--- src/rtl/ripple_count_sampler_if.sv ---
// Bus between the ripple-counter sampler and its neighbours: the raw counter
// bus and request going in, the capture status and results coming out.
interface ripple_count_sampler_if #(
    parameter int SIZE = 4
);
    logic [SIZE-1:0] cnt_in;
    logic            up;
    logic            sample_req;
    logic            busy;
    logic            valid_out;
    logic            err;
    logic [SIZE-1:0] count_out;
    logic [SIZE-1:0] delta_out;
    logic            wrap;

    modport master (
        output cnt_in, up, sample_req,
        input  busy, valid_out, err, count_out, delta_out, wrap
    );

    modport slave (
        input  cnt_in, up, sample_req,
        output busy, valid_out, err, count_out, delta_out, wrap
    );
endinterface

--- src/rtl/ripple_count_sampler.sv ---
// Synchronizes an asynchronous ripple counter bus into clk, waits for it to hold
// stable, then reports the count, the modular distance travelled and a wrap flag.
module ripple_count_sampler #(
    parameter int SIZE          = 4,
    parameter int STABLE_CYCLES = 2,
    parameter int MAX_TRIES     = 8
) (
    input logic                   clk,
    input logic                   rst_n,
    ripple_count_sampler_if.slave bus
);
    localparam int SW = $clog2(STABLE_CYCLES + 1);
    localparam int TW = $clog2(MAX_TRIES + 1);

    typedef enum logic [0:0] {
        IDLE   = 1'b0,
        SETTLE = 1'b1
    } state_e;

    state_e          state_q, state_d;
    logic [SIZE-1:0] s1_q, s2_q, s3_q;
    logic [SW-1:0]   stable_q, stable_d;
    logic [TW-1:0]   try_q, try_d;
    logic [SIZE-1:0] prev_q, prev_d;
    logic [SIZE-1:0] count_q, count_d;
    logic [SIZE-1:0] delta_q, delta_d;
    logic            wrap_q, wrap_d;
    logic            valid_q, valid_d;
    logic            err_q, err_d;

    always_ff @(posedge clk or negedge rst_n) begin
        if (!rst_n) begin
            state_q  <= IDLE;
            s1_q     <= '0;
            s2_q     <= '0;
            s3_q     <= '0;
            stable_q <= '0;
            try_q    <= '0;
            prev_q   <= '0;
            count_q  <= '0;
            delta_q  <= '0;
            wrap_q   <= 1'b0;
            valid_q  <= 1'b0;
            err_q    <= 1'b0;
        end else begin
            state_q  <= state_d;
            s1_q     <= bus.cnt_in;
            s2_q     <= s1_q;
            s3_q     <= s2_q;
            stable_q <= stable_d;
            try_q    <= try_d;
            prev_q   <= prev_d;
            count_q  <= count_d;
            delta_q  <= delta_d;
            wrap_q   <= wrap_d;
            valid_q  <= valid_d;
            err_q    <= err_d;
        end
    end

    always_comb begin
        state_d  = state_q;
        stable_d = stable_q;
        try_d    = try_q;
        prev_d   = prev_q;
        count_d  = count_q;
        delta_d  = delta_q;
        wrap_d   = wrap_q;
        valid_d  = 1'b0;
        err_d    = 1'b0;

        case (state_q)
            IDLE: begin
                if (bus.sample_req) begin
                    state_d  = SETTLE;
                    stable_d = '0;
                    try_d    = '0;
                end
            end
            SETTLE: begin
                if (s2_q == s3_q) begin
                    stable_d = stable_q + SW'(1);
                end else begin
                    stable_d = '0;
                    try_d    = try_q + TW'(1);
                end

                // Accept is tested first so it wins over a simultaneous abort.
                if (stable_d == SW'(STABLE_CYCLES)) begin
                    state_d = IDLE;
                    count_d = s2_q;
                    prev_d  = s2_q;
                    valid_d = 1'b1;
                    if (bus.up) begin
                        delta_d = s2_q - prev_q;
                        wrap_d  = (s2_q < prev_q);
                    end else begin
                        delta_d = prev_q - s2_q;
                        wrap_d  = (s2_q > prev_q);
                    end
                end else if (try_d == TW'(MAX_TRIES)) begin
                    state_d = IDLE;
                    valid_d = 1'b1;
                    err_d   = 1'b1;
                end
            end
            default: state_d = IDLE;
        endcase
    end

    assign bus.busy      = (state_q == SETTLE);
    assign bus.valid_out = valid_q;
    assign bus.err       = err_q;
    assign bus.count_out = count_q;
    assign bus.delta_out = delta_q;
    assign bus.wrap      = wrap_q;
endmodule

--- src/flat_wrapper.sv ---
// flat-port wrapper written by rule: the top's interface ports become plain ports
module ripple_count_sampler_flat 
#(
    parameter int SIZE          = 4,
    parameter int STABLE_CYCLES = 2,
    parameter int MAX_TRIES     = 8
)
  (clk, rst_n, bus_cnt_in, bus_up, bus_sample_req, bus_busy, bus_valid_out, bus_err, bus_count_out, bus_delta_out, bus_wrap);
  ripple_count_sampler_if #(.SIZE(SIZE)) bus_i ();
  input logic clk;
  input logic rst_n;
  input wire logic [$bits(bus_i.cnt_in)-1:0] bus_cnt_in;
  input wire logic [$bits(bus_i.up)-1:0] bus_up;
  input wire logic [$bits(bus_i.sample_req)-1:0] bus_sample_req;
  output wire logic [$bits(bus_i.busy)-1:0] bus_busy;
  output wire logic [$bits(bus_i.valid_out)-1:0] bus_valid_out;
  output wire logic [$bits(bus_i.err)-1:0] bus_err;
  output wire logic [$bits(bus_i.count_out)-1:0] bus_count_out;
  output wire logic [$bits(bus_i.delta_out)-1:0] bus_delta_out;
  output wire logic [$bits(bus_i.wrap)-1:0] bus_wrap;
  assign bus_i.cnt_in = bus_cnt_in;
  assign bus_i.up = bus_up;
  assign bus_i.sample_req = bus_sample_req;
  assign bus_busy = bus_i.busy;
  assign bus_valid_out = bus_i.valid_out;
  assign bus_err = bus_i.err;
  assign bus_count_out = bus_i.count_out;
  assign bus_delta_out = bus_i.delta_out;
  assign bus_wrap = bus_i.wrap;
  ripple_count_sampler #(.SIZE(SIZE), .STABLE_CYCLES(STABLE_CYCLES), .MAX_TRIES(MAX_TRIES)) u_core (.clk(clk), .rst_n(rst_n), .bus(bus_i));
endmodule
--- config.mk ---
export PLATFORM = sky130hd
export DESIGN_NAME = ripple_count_sampler_flat
export DESIGN_NICKNAME = d
export VERILOG_FILES = /design/src/rtl/ripple_count_sampler_if.sv /design/src/rtl/ripple_count_sampler.sv /design/src/flat_wrapper.sv
export SDC_FILE = /design/constraint.sdc
export NUM_CORES = 1
export LEC_CHECK = 0
export ABC_AREA = 1
export CORE_ASPECT_RATIO = 0.7
export CORE_MARGIN = 5
export CORE_UTILIZATION = 45
export DETAILED_ROUTE_END_ITERATION = 10
export PLACE_DENSITY = 0.67
export SYNTH_ARGS = -nofsm -noshare
export SYNTH_HDL_FRONTEND = slang
export SYNTH_SLANG_ARGS = --single-unit
--- constraint.sdc ---
create_clock -name clk -period 4.4 [get_ports clk]
set_input_delay 0.44 -clock clk [delete_from_list [all_inputs] [get_ports clk]]
set_output_delay 0.44 -clock clk [all_outputs]
set_load 0.01 [all_outputs]
==> results of run 1 <==
[synth_stat cells, drive strengths merged]
cell / n
dfrtp: 30
o22ai: 1
o21ai: 17
inv: 26
fa: 2
a22o: 2
nand3: 9
ha: 8
nand2: 45
nor2: 7
nor3: 2
xor2: 4
buf: 1
nand4: 1
a21oi: 3
o21bai: 1
[per-layer routing]
layer  track usage  vias up  share of wire
li1              -      552              -
met1         0.167      502           0.48
met2         0.200       28           0.45
met3        0.0435        5          0.059
met4        0.0524        0          0.013
met5             0        -              0
[area by class of cell]
cell class | count | area [sq um]
clock buffer | 7 | 86.3
clock inverter | 1 | 5.00
fill | 276 | 1360
inverter | 26 | 97.6
multi-input combinational | 102 | 626
sequential | 30 | 751
tap | 38 | 47.5
timing repair buffer | 20 | 198
[placed cells by master (no fill, tap or decap), types with 2 or more instances in the layout]
master / instances
a21oi_1: 3
a22o_1: 2
clkbuf_8: 6
clkdlybuf4s50_1: 19
dfrtp_1: 30
fa_1: 2
ha_1: 8
inv_1: 23
inv_2: 3
nand2_1: 42
nand2_2: 2
nand3_1: 8
nor2_1: 4
nor2_4: 3
nor3_1: 2
o21ai_0: 11
o21ai_1: 2
o21ai_2: 4
xor2_1: 4
[sequential cells by signal, summed over array words and instances (netlist names)]
register	count
u_core.s2_q	4
u_core.try_q	4
u_core.s1_q	4
u_core.bus.delta_out	4
u_core.bus.valid_out	1
u_core.bus.err	1
u_core.bus.wrap	1
u_core.bus.busy	1
u_core.stable_q	2
u_core.s3_q	4
u_core.prev_q	4
[worst max-delay path: cells and delay by family (launching register included)]
kind	cells	cell delay (ns)
flip-flops	1	0.42
buffers and inverters	3	0.20
adder cells (fa/ha/maj)	2	0.58
AND/OR/NAND/NOR	1	0.07
XOR/XNOR	1	0.15
AO/OA/AOI/OAI	2	0.28
[metrics by stage]
| step | hold slack (ns) | total power (W) | utilization |
|---|---|---|---|
| finish | 0.347 | 0.000953 | 0.571 |
| global placement | 0.335 | 0.000732 | 0.542 |
| floorplan | 0.144 | 0.000598 | - |
| global route | 0.358 | 0.00103 | 0.571 |
| CTS | 0.349 | 0.000963 | 0.571 |
| detailed placement | 0.336 | 0.000739 | 0.542 |
[logic make-up after synthesis]
group           Yosys count  synth area share
compound gates           24            0.0986
fa+ha+maj                10            0.0944
flops                    30             0.505
buf+inv                  27            0.0733
xor+xnor                  4            0.0236
simple gates             64             0.205
[path summary, 6_finish.rpt]
check | slack, ns | depth (start not counted) | endpoint | from
max | 2.59 | 9 | u_core.bus.delta_out[2] | u_core.s2_q[0]
min | 0.35 | 0 | u_core.s2_q[1] | u_core.s1_q[1]
max reg2reg | 2.59 | 9 | u_core.bus.delta_out[2] | u_core.s2_q[0]
min reg2reg | 0.35 | 0 | u_core.s2_q[1] | u_core.s1_q[1]
max in group asynchronous | 3.57 | 2 | u_core.prev_q[1] | rst_n
min in group asynchronous | 0.55 | 2 | u_core.bus.wrap | rst_n
[power breakdown]
part	switching (W)	leakage, nW	internal (W)
Clock	0.0000941	0.0482	0.000126
Sequential	0.0000525	0.373	0.000336
Combinational	0.000182	0.499	0.000163
==> summary.txt, run 1 <==
Yosys
  • Number of instances in the synthesized netlist: between 150 and 200
  • Netlist area before placement: between 1000 and 1500 sq um
  • Share of synthesized area occupied by flip-flops and latches: 0.505
  • Cell variety after synth: 23
  • Top cells by area, synth: dfrtp_1 51%, nand2_1 11%, ha_1 6.7%, inv_1 5.8%, o21ai_0 3.7%
  • Mean instance size in the synthesized netlist: between 9 and 10 sq um
  • Warnings from Yosys: 0
  • Dominant cell type by area after synthesis: dfrtp_1
  • Syn nets: 177
  • Number of synthesized register bits: 30
  • Area share of the leading cell type in the synthesized netlist: 0.505

Global routing
  • Maximum number of pins on one net before global-route repair: 31
  • First-pass GRT wire length: between 4000 and 5000 um
  • Number of antenna violations at the first check in global routing: 0
  • Via count of the first global-routing pass: between 1000 and 1500
  • Overflow after GRT: 0
  • Total routing usage reported by global routing: 0.129

Placed design
  • Hpwl dp: just over 2000 um
  • RePlAce Congestion: around 0.86
  • Port bufs: 19
  • Total cell area at the placement stage: 1720 sq um
  • Placed Cells incl. Taps: approximately 220
  • Minimum setup slack after placement: between 2 and 3 ns

Routing
  • Residual DRC count: 0
  • Post-detailed-route via-to-cell ratio: 4.85
  • Residual antenna-violating net count after detailed routing: 0
  • Wirelength per Cell: approximately 12 um
  • Post-Route WL: 2610 um
  • Violation count after the first detailed-route iteration: 105
  • Vias: approximately 1100
  • Number of iterations in the first detailed-routing pass: 4

Timing
  • Number of setup violations in the final report: 0
  • Clock tree skew after final layout: 0.00613 ns
  • Transition time at the pin with the least slew margin: about 0.37 ns
  • Final Hold Viols: 0
  • Post-route worst setup slack: 2.59 ns
  • Slew Viols, Final: 0
  • Shortest period the worst path allows: between 1.5 and 2 ns
  • Upper clock frequency limit: roughly 0.55 GHz
  • Setup repair after global routing missed its margin: false
  • Max_slew headroom: 0.754
  • Setup TNS: 0 ns
  • Final worst path period share: 0.412

CTS
  • Number of buffers inserted by hold repair at cts: 0
  • Latest clock arrival within the worst-skew pair: ~0.28 ns
  • Clk slew on worst S/H paths: roughly 0.06 ns
  • Number of clock sinks seen by CTS: 30
  • Maximum root-to-sink buffer count: 2
  • Setup bufs post-CTS: 0
  • Clock tree from TritonCTS: yes
  • Post-cts repair resize count: 0
  • Htree depth: 2
  • Inserted Clock Buffers: 5
  • Root Buffer: clkbuf_8

Critical path
  • Req. time, crit path: about 4.6 ns
  • Critical path launch point type: register
  • Crit Path Class: reg2reg
  • Endpoint arrival time on the critical path: between 1.5 and 2 ns
  • Worst-path cell with the longest stage delay: dfrtp_1
  • Max Fanout on Critical Path: 4
  • Crit. End Element: register
  • Ordered list of cells on the worst path: inv_2 -> ha_1 -> inv_1 -> fa_1 -> nand2_1 -> o21ai_0 -> xor2_1 -> o21ai_0 -> inv_1
  • Slowest Stage Delay on Critical Path: 0.42 ns

Pwr
  • Power density normalized to cell area: around 530 nW/um^2
  • Worst VDD drop: 0.269 mV
  • Leakage Power: 0.920 nW

Finish
  • Final instance area: roughly 1800 sq um
  • Area Growth Syn to Fin: 21.9%
  • Post-layout instance count excluding filler cells: roughly 220
  • Number of diodes added for antenna fixing: 0
  • Fraction of layout instances using a drive strength above 1: 0.118
  • Nets@finish: ~200

Floorplanning
  • Number of rows in the core area: 17
  • Total core area: between 3000 and 4000 sq um
  • Die Area: ~4600 sq um
  • Boundary Pins: 20
  • Horizontal die dimension: 78.7 um
  • Height of the chip: roughly 58 um
  • Starting utilization of the core area: 0.469

Job
  • Number of maximum-capacitance constraint violations: 0

Worst hold path
  • Classification of the worst-slack hold path: reg2reg

Outcome
  • Outcome: finished clean
(Power assumes the default switching activity.)
==> run 2: changes to the inputs <==
--- a/config.mk
+++ b/config.mk
@@ -10,7 +10,7 @@
 export CORE_MARGIN = 5
 export CORE_UTILIZATION = 45
 export DETAILED_ROUTE_END_ITERATION = 10
-export PLACE_DENSITY = 0.67
+export PLACE_DENSITY = 0.7
 export SYNTH_ARGS = -nofsm -noshare
 export SYNTH_HDL_FRONTEND = slang
 export SYNTH_SLANG_ARGS = --single-unit
==> constraint.sdc (replaced) <==
create_clock -name clk -period 1.6 [get_ports clk]
set_input_delay 0.16 -clock clk [delete_from_list [all_inputs] [get_ports clk]]
set_output_delay 0.16 -clock clk [all_outputs]
set_load 0.01 [all_outputs]
==> run 2 against run 1 <==
Against the previous run: the run now ends with negative setup slack left; clock skew grew 0.0027 ns; via count grew 19%; combinational power grew to 4.4 times the previous value; register-to-register slack lost 2.7 ns; die area is the same; worst setup slack lost 2.7 ns.
==> summary.txt, run 2 (same netlist as run 1, synthesis figures left out) <==
Floorplanning
  • Height of the chip: 58.1 um (unchanged)
  • Die Area: 4570 sq um (unchanged)
  • Boundary Pins: 20 (unchanged)
  • Starting utilization of the core area: 0.469 (unchanged)
  • Horizontal die dimension: 78.7 um (unchanged)
  • Number of rows in the core area: 17 (unchanged)
  • Total core area: 3170 sq um (unchanged)

Pwr
  • P_int: 0.00200 W (+220%)
  • Leakage Power: 1.06 nW (+15%)
  • Share of total power in sequential cells: 0.340 (-0.068)
  • Total chip power: 0.00323 W (+240%)
  • Comb pwr share: 0.466 (+0.104)
  • Clock Power Share: 0.194 (-0.037)
  • Worst VDD drop: 0.765 mV (+180%)
  • Power density normalized to cell area: 1470 nW/um^2 (+180%)
  • Reported net switching power: 0.00123 W (+270%)
  • Switch share: 0.380 (+0.0359)

Finish
  • Commonest non-fill, non-tap cells in the layout: 26 x dfrtp_1, 22 x nand2_1, 20 x inv_1
  • Nets@finish: 223 (+9.9%)
  • Number of diodes added for antenna fixing: 0 (unchanged)
  • Fraction of layout instances using a drive strength above 1: 0.427 (+0.309)
  • Area Growth Syn to Fin: 48.4%
  • Fin util: 0.695 (+0.124)
  • Most common cell after layout, fill and taps aside: dfrtp_1

Worst hold path
  • Classification of the worst-slack hold path: in2async

CTS
  • Number of clock sinks seen by CTS: 30 (unchanged)
  • Inserted Clock Buffers: 5 (unchanged)
  • Root Buffer: clkbuf_8
  • Clk slew on worst S/H paths: 0.07 ns (about the same)
  • Latest clock arrival within the worst-skew pair: 0.29 ns (about the same)
  • Clock tree from TritonCTS: yes
  • Htree depth: 2 (unchanged)
  • Maximum root-to-sink buffer count: 2 (unchanged)

Timing
  • Clock tree skew after final layout: 0.00885 ns (+0.00272 ns)
  • Number of setup violations in the final report: 5 (+5)
  • Transition time at the pin with the least slew margin: 0.369 ns (-0.00000882 ns)
  • Max_slew headroom: 0.754 (about the same)
  • Final Hold Viols: 0 (unchanged)
  • Upper clock frequency limit: 0.575 GHz (+4.1%)
  • Post-route worst setup slack: -0.140 ns (-2.73 ns)
  • Slew Viols, Final: 0 (unchanged)
  • Setup repair after global routing missed its margin: true
  • Shortest period the worst path allows: 1.74 ns (-0.0716 ns)
  • Final worst path period share: 1.09 (+0.676)

Outcome
  • Outcome: finished, violations left
  • Violations in the final reports: negative setup slack

Critical path
  • Max Fanout on Critical Path: 3 (-1)
  • Crit Path Class: reg2reg
  • Critical path launch point type: register
  • Endpoint arrival time on the critical path: 1.92 ns (-0.06 ns)
  • Req. time, crit path: 1.78 ns (-2.78 ns)
  • Crit. End Element: register

Job
  • Number of maximum-capacitance constraint violations: 0 (unchanged)

Routing
  • Post-Route WL: 4080 um (+56%)
  • Post-detailed-route via-to-cell ratio: 5.30 (+9.3%)
  • Residual antenna-violating net count after detailed routing: 0 (unchanged)
  • Vias: 1294 (+19%)
  • Wirelength per Cell: 16.7 um (+43%)
  • Violation count after the first detailed-route iteration: 140 (+33%)
  • Residual DRC count: 0 (unchanged)
  • Number of iterations in the first detailed-routing pass: 4 (unchanged)

Global routing
  • Total routing usage reported by global routing: 0.158 (+0.0296)
  • Overflow after GRT: 0 (unchanged)
  • Via count of the first global-routing pass: 1200 (+20%)
  • Maximum number of pins on one net before global-route repair: 31 (unchanged)
  • Number of antenna violations at the first check in global routing: 0 (unchanged)
  • First-pass GRT wire length: 5460 um (+23%)

Placed design
  • RePlAce Congestion: 0.946 (+11%)
  • Port bufs: 19 (unchanged)
  • Hpwl dp: 2310 um (+14%)
## run 2: cell count changes in the layout (fill, tap and decap cells not counted), sizes merged
cell    previous run  this run
nand3              9        10
clkbuf             7         8
buf                1        19
## run 2: per-stage QoR
step | hold slack [ns] | setup slack [ns] | setup TNS, ns | area, sq um | std cells
6_report | 0.258 | -0.140 | -0.237 | 2200 | 244
5_1_grt | 0.304 | -0.170 | -0.970 | 2200 | 244
4_1_cts | 0.269 | 0.000689 | 0 | 2010 | 241
3_5_place_dp | 0.336 | -0.125 | -0.417 | 1830 | 229
3_3_place_gp | 0.334 | 0.00668 | 0 | 1830 | 229
2_1_floorplan | -0.136 | 0.0312 | 0 | 1490 | 159
## run 2: power groups by stage
stage          Clock, W  Sequential [W]  Combinational [W]
2_1_floorplan         0         0.00110           0.000548
3_3_place_gp          0         0.00106           0.000996
3_5_place_dp          0         0.00107            0.00104
4_1_cts        0.000640         0.00107            0.00113
5_1_grt        0.000676         0.00112            0.00161
6_report       0.000627         0.00110            0.00151
## run 2: metal layers
layer  global-route usage  routed length [um]
met5                    0                   0
met4               0.0823                 162
met3               0.0419                 259
met2                0.255                2010
met1                0.198                1650
## run 2: critical path, stage by stage, from the launching register on
cell	delay, ns
dfrtp_1	0.41
inv_2	0.11
ha_4	0.15
inv_2	0.04
fa_2	0.37
nand3_2	0.09
nand2_2	0.06
o21ai_2	0.14
nand2_1	0.10
o21ai_1	0.08
inv_1	0.07
## run 2: final cells by class
| class | instances | area [sq um] |
|---|---|---|
| clock buffer | 7 | 86.3 |
| clock inverter | 1 | 5.00 |
| fill | 194 | 966 |
| inverter | 26 | 97.6 |
| multi-input combinational | 103 | 826 |
| sequential | 30 | 756 |
| tap | 38 | 47.5 |
| timing repair buffer | 39 | 385 |
## run 2: repair_timing
action                                  CTS  global route
gates cloned                              0             2
setup buffers                             4             1
gates resized for setup                  17            47
pin swaps                                12            19
hold buffers                              0             0
endpoints found under the setup margin    6            14
## run 2: final timing paths
check / startpoint / end / slack, ns / cells after the start
worst max register to register: u_core.s2_q[0] / u_core.bus.wrap / -0.14 / 10
min in group clk: bus_cnt_in[2] / u_core.s1_q[2] / 0.31 / 1
worst min register to register: u_core.s1_q[3] / u_core.s2_q[3] / 0.35 / 0
worst max-delay path: u_core.s2_q[0] / u_core.bus.wrap / -0.14 / 10
max in group asynchronous: rst_n / u_core.bus.busy / 1.05 / 2
worst min-delay path: rst_n / u_core.prev_q[2] / 0.26 / 2
